**src/rtl/sprite_rom_arbiter.sv**
```systemverilog
// Two-requester round-robin arbiter in front of a shared synchronous sprite ROM.
// Grants are combinational, and each response comes back exactly one cycle after its accept.
module sprite_rom_arbiter #(
   parameter int ADDR_W = 8,
   parameter int DATA_W = 24
) (
   input  logic              Clk,
   input  logic              Reset_n,
   input  logic              en,
   input  logic              req0_valid,
   input  logic [ADDR_W-1:0] req0_addr,
   input  logic              req0_face,
   input  logic              req1_valid,
   input  logic [ADDR_W-1:0] req1_addr,
   input  logic              req1_face,
   output logic              req0_ready,
   output logic              req1_ready,
   output logic              rom_en,
   output logic [ADDR_W:0]   rom_addr,
   input  logic [DATA_W-1:0] rom_data,
   output logic              rsp0_valid,
   output logic              rsp1_valid,
   output logic [DATA_W-1:0] rsp_data,
   output logic              busy
);

   // Handshake: a request is accepted in a cycle where reqN_valid && reqN_ready.
   // Ready never waits on ready, so a requester may drop valid at any time before acceptance.
   logic              r_last_grant;
   logic              r_pend_valid;
   logic              r_pend_id;
   logic [ADDR_W:0]   r_rom_addr;
   logic [DATA_W-1:0] r_rsp_data;

   logic              w_gnt0;
   logic              w_gnt1;
   logic              w_accept;
   logic [ADDR_W:0]   w_win_addr;

   // Under contention, the requester that was not granted last goes first.
   always_comb begin
      w_gnt0 = 1'b0;
      w_gnt1 = 1'b0;
      if (Reset_n && en) begin
         if (req0_valid && (!req1_valid || r_last_grant)) begin
            w_gnt0 = 1'b1;
         end else if (req1_valid) begin
            w_gnt1 = 1'b1;
         end
      end
   end

   assign w_accept   = w_gnt0 | w_gnt1;
   assign w_win_addr = w_gnt1 ? {req1_face, req1_addr} : {req0_face, req0_addr};

   always_ff @(posedge Clk or negedge Reset_n) begin
      if (!Reset_n) begin
         r_last_grant <= 1'b1;
         r_pend_valid <= 1'b0;
         r_pend_id    <= 1'b0;
         r_rom_addr   <= '0;
         r_rsp_data   <= '0;
      end else begin
         r_pend_valid <= w_accept;
         if (w_accept) begin
            r_last_grant <= w_gnt1;
            r_pend_id    <= w_gnt1;
            r_rom_addr   <= w_win_addr;
         end
         if (r_pend_valid) begin
            r_rsp_data <= rom_data;
         end
      end
   end

   assign req0_ready = w_gnt0;
   assign req1_ready = w_gnt1;
   assign rom_en     = w_accept;
   assign rom_addr   = w_accept ? w_win_addr : r_rom_addr;

   // ROM data lands in the cycle after the accept, so it passes straight through and is held afterwards.
   assign rsp0_valid = r_pend_valid & ~r_pend_id;
   assign rsp1_valid = r_pend_valid & r_pend_id;
   assign rsp_data   = r_pend_valid ? rom_data : r_rsp_data;
   assign busy       = r_pend_valid;

endmodule

```
**config.mk**
```make
export PLATFORM = sky130hd
export DESIGN_NAME = sprite_rom_arbiter
export DESIGN_NICKNAME = d
export VERILOG_FILES = /design/src/rtl/sprite_rom_arbiter.sv
export SDC_FILE = /design/constraint.sdc
export NUM_CORES = 1
export LEC_CHECK = 0
export BUFFER_PORTS_ARGS = -buffer_cell sky130_fd_sc_hd__buf_2
export CAP_MARGIN = 20
export CORE_AREA = 2 2 44 87
export DETAILED_ROUTE_END_ITERATION = 8
export DIE_AREA = 0 0 46 89
export PLACE_DENSITY = 0.86
export SKIP_LAST_GASP = 1
export SLEW_MARGIN = 20
export SYNTH_ARGS = -nofsm -noshare
export SYNTH_HDL_FRONTEND = slang
export SYNTH_SLANG_ARGS = --single-unit
```
**constraint.sdc**
```tcl
create_clock -name Clk -period 4.6 [get_ports Clk]
set_input_delay 0.23 -clock Clk [delete_from_list [all_inputs] [get_ports Clk]]
set_output_delay 0.23 -clock Clk [all_outputs]
set_load 0.02 [all_outputs]
```
Yosys cells after proc, flatten, opt, wreduce, memory -nomap -nowiden

Index checks and enable logic that the tools add are counted.

Muxes and demuxes: 8
Bitwise operators: 4
Reduce and logical (&&, ||, !) cells: 4

Operators with widths:

| cell                | count |
|---|---|
| $mux W24            | 1 |
| $mux W9             | 2 |
| $mux W1             | 5 |
| $and A1 B1 Y1       | 2 |
| $logic_and A1 B1 Y1 | 2 |
| $logic_not A1 Y1    | 1 |
| $logic_or A1 B1 Y1  | 1 |
| $not A1 Y1          | 1 |
| $or A1 B1 Y1        | 1 |

Register bits after elaboration: 36
Input bits: 47
Output and inout bits: 39
Logic and storage cells: 21

Longest topological paths before layout

Word-level depth: 7
Mapped depth: 5
Gate-level depth less buffers: 3

Worst setup path after synthesis

OpenSTA, ideal clock, no wires.

Path type: register to output
From: reg r_last_grant
To: out rom_addr[1]
Arrival: 1.426 ns
Required time: 4.370 ns
Slack: 2.944 ns
Stages on the path, launching flop included: 6
Buffers on the path: 2
Cells stage by stage: dfstp_2 > and2_4 > buf_6 > or2_4 > buf_6 > a311o_1

Longest elaborated chain between the ends: 6
Elaborated cells between the ends (all ways): 9
Those cells by class: mux (6); bitwise (1); reduce/logical (2)

RTL lines:

| what                                    | line   | RTL |
|---|---|---|
| from (decl)                             | 29     | `logic r_last_grant;` |
| from (signal assigned)                  | 66     | `r_last_grant <= w_gnt1;` |
| $logic_or A1 B1 Y1 (*)                  | 45     | `if (req0_valid && (!req1_valid \|\| r_last_grant)) begin` |
| $logic_and A1 B1 Y1 (*)                 | 45     |  |
| $mux W1                                 | 45     |  |
| $mux W1                                 | 44     | `if (Reset_n && en) begin` |
| $mux W9 or $or A1 B1 Y1 (tied branches) | 54, 53 |  |
| $mux W9 (*)                             | -      |  |
| to (decl)                               | 19     | `output logic [ADDR_W:0] rom_addr,` |

Mark *: on every way between the ends. The rest lies on a longest branch, timed or not.

Worst setup path after layout

From: in Reset_n
To: out rom_addr[1]

Longest elaborated chain between the ends: 4
Elaborated cells between the ends (all ways): 6
Those cells by class: mux (4); bitwise (1); reduce/logical (1)

RTL lines:

| what                                    | line   | RTL |
|---|---|---|
| from (decl)                             | 8      | `input logic Reset_n,` |
| $logic_and A1 B1 Y1 (*)                 | 44     |  |
| $mux W1                                 | 44     |  |
| $mux W9 or $or A1 B1 Y1 (tied branches) | 54, 53 |  |
| $mux W9 (*)                             | -      |  |

Marked as above.

==> results.cfg <==
[sta]
fin_ws_ns = 2.27
tightest_slew_ns = 0.975
hold_viol_final = 0
rsz0062_at_grt = false
period_share_pct = 50.6
relSlewSlack_pct = 35.0
finalMaxSlewViolations = 0
fin_crit_ns = 2.33
finalClockSkew_ns = 0.00369
setup_viol_count_final = 0
fmax_mhz = 429
timing.setup.tns_ns = 0

[detailed_routing]
drc = 0
ant_nets = 0
post_drt_wl_per_cell_um = 13.3
drtPass1Iterations = 4
viasPerCell = 5.13
vias = 1154
drt-initial-drc-count = 16
wirelength_um = 2990

[critical_path]
max_stage_delay_ns = 0.65
cp_data_arrival_time_ns = 2.10
crit_fanout = 39
cp_slowest_cell = o211a_1
path_common_cell = buf_2
crit_type = input pin to output port
crit_chain = buf_2, o211a_1, nor2b_1, a311o_1, buf_2
required_ns = 4.37
cp-end-kind = output port
start_kind = input pin

[power]
peakVddDrop_uv = 298
swShare_pct = 28.1
p_comb_share_pct = 26.5
p_clk_share_pct = 31.6
p_int_mw = 0.669
p_leak_nw = 1.04
switching_power_mw = 0.262
p_per_area_nw_per_um2 = 452
p_seq_share_pct = 41.9

[floorplanning]
io_pins = 86
die_x_um = 46
die_area_um2 = 4090
placementRows = 30
die_h_um = 89
start_util_pct = 44.8
core_area_um2 = 3380

[final_layout]
drive_gt1_share_pct = 63.7
fin_nets = 239
stdcell_area_um2 = 2060
area_growth_syn_to_layout_pct = 36.2
fillers = 287
diodes = 0

[placement]
gp_congestion = 0.687
dp.final_hpwl_um = 2310
post-place-ws_ns = 2.18
dpl-instance-area_um2 = 1940
numPortBuffers = 85

[synthesis]
synth_top_area_share_pct = 57.9
synth.largest_area_cell = dfrtp_1
syn_nets = 154
synth.distinct_cells = 19
synth-seq-cells = 36
ys_warn_count = 0
synth_area_leaders = dfrtp_1 (58%), mux2_2 (18%), a311o_1 (4.6%)
ys_seq_area_share_pct = 59.6
synth_cells = 107
syn-mean-instance-area_um2 = 14.1
synth.cell_area_um2 = 1510

[clock_network]
htree_levels = 2
cts_tree = yes
clockBufferDepth = 2
postCtsSetupRepairBufs = 0
clockRootBuffer = clkbuf_8
clock_latency_ns = 0.27
cts_inserted_buffers = 5
clock_sinks = 36
path_clk_slew_ns = 0.07
cts_hold_buf = 0
cts_resized = 0

[global_route]
grt_max_degree = 40
overflow = 0
grt_pass1_wl_um = 4770
grt_pass1_vias = 1126
grtUsageTotal_pct = 15.9
antenna_found_initial = 0

[outcome]
status = complete, no violations

[worst_hold_path]
hold_path_class = input pin to async pin

[run]
maxCapViolCount = 0
area by class of cell:
class                           instances  area (um2)  area share, %
Clock buffer                            7        96.3           4.67
Clock inverter                          1        30.0           1.46
Inverter                                3        11.3          0.546
Multi-Input combinational cell         61         557           27.0
Sequential cell                        36         902           43.7
Tap cell                               32        40.0           1.94
Timing Repair Buffer                   85         425           20.6
metrics by stage:
step           utilization [%]  total power, mW  std cells  hold slack, ns
2_1_floorplan                -            0.559        107         -0.0656
3_3_place_gp              57.3            0.641        217           0.379
3_5_place_dp              57.3            0.647        217           0.374
4_1_cts                   61.0            0.946        225          0.0635
5_1_grt                   61.0            0.982        225           0.109
6_report                  61.0            0.931        225          0.0419
cells in the mapped netlist:
cell type  count
buf_2          2
and2_4         1
mux2_2        24
a311o_2        2
or2_4          1
buf_6          2
a311o_1        7
inv_1          3
dfrtp_1       35
dfstp_2        1
nand3_2        1
a21oi_1        1
nor3b_1        9
and2_1         1
clkbuf_1       3
nor2b_1       10
nand3_1        1
o21ai_0        2
o211a_1        1
power groups by stage:
stage                     Sequential, mW  Clock, mW  Combinational, mW
final                              0.390      0.294              0.247
after global routing               0.396      0.319              0.267
after floorplan                    0.388          0              0.170
after global placement             0.396          0              0.246
after CTS                          0.391      0.304              0.251
after detailed placement           0.397          0              0.250
sequential cells by signal (all words and copies together), names as in the netlist:
register,cells
busy,1
r_last_grant,1
r_pend_id,1
r_rom_addr,9
r_rsp_data,24
per-layer routing:
layer	vias to the layer above	wire, um	GRT usage (%)
met5	-	0	0
met4	0	34	7.01
met3	4	286	3.64
met2	78	1460	27.9
met1	519	1200	17.2
li1	553	-	-
cells in the final DEF, fill, tap and decap left out:
cell type / synthesis / routed
nand3_1: 1 / 1
o21ai_0: 2 / 2
dfstp_2: 1 / 1
a311o_2: 2 / 2
a21oi_1: 1 / 1
a311o_1: 7 / 7
or2_4: 1 / 1
buf_2: 2 / 85
and2_1: 1 / 1
inv_1: 3 / 3
and2_4: 1 / 1
nor2b_1: 10 / 10
nand3_2: 1 / 1
bufinv_16: 0 / 1
nor3b_1: 9 / 9
dfrtp_1: 35 / 35
mux2_2: 24 / 24
o211a_1: 1 / 1
clkbuf_8: 0 / 7
path summary, 6_finish.rpt:
kind / start / depth (start not counted) / endpoint / slack (ns)
worst min register to register: r_rsp_data[22] / 1 / r_rsp_data[22] / 0.50
worst min-delay path: Reset_n / 1 / r_rom_addr[0] / 0.04
worst max register to register: busy / 1 / r_rsp_data[1] / 3.06
min in group Clk: rom_data[8] / 2 / r_rsp_data[8] / 0.20
worst max-delay path: Reset_n / 5 / rom_addr[1] / 2.27
max in group asynchronous: Reset_n / 1 / r_rsp_data[6] / 4.05
cell families (layout without fill, tap and decap cells):
group | Yosys count | after routing | share of synthesized area [%]
simple gates | 24 | 24 | 11.2
buf+inv | 10 | 96 | 3.64
compound gates | 13 | 13 | 7.77
flops | 36 | 36 | 59.6
mux | 24 | 24 | 17.9
worst max-delay path: cells and delay by family:
kind | cells | cell delay (ns)
compound gates | 2 | 0.96
buf+inv | 2 | 0.79
simple gates | 1 | 0.12
Power figures use the tool's default switching activity.
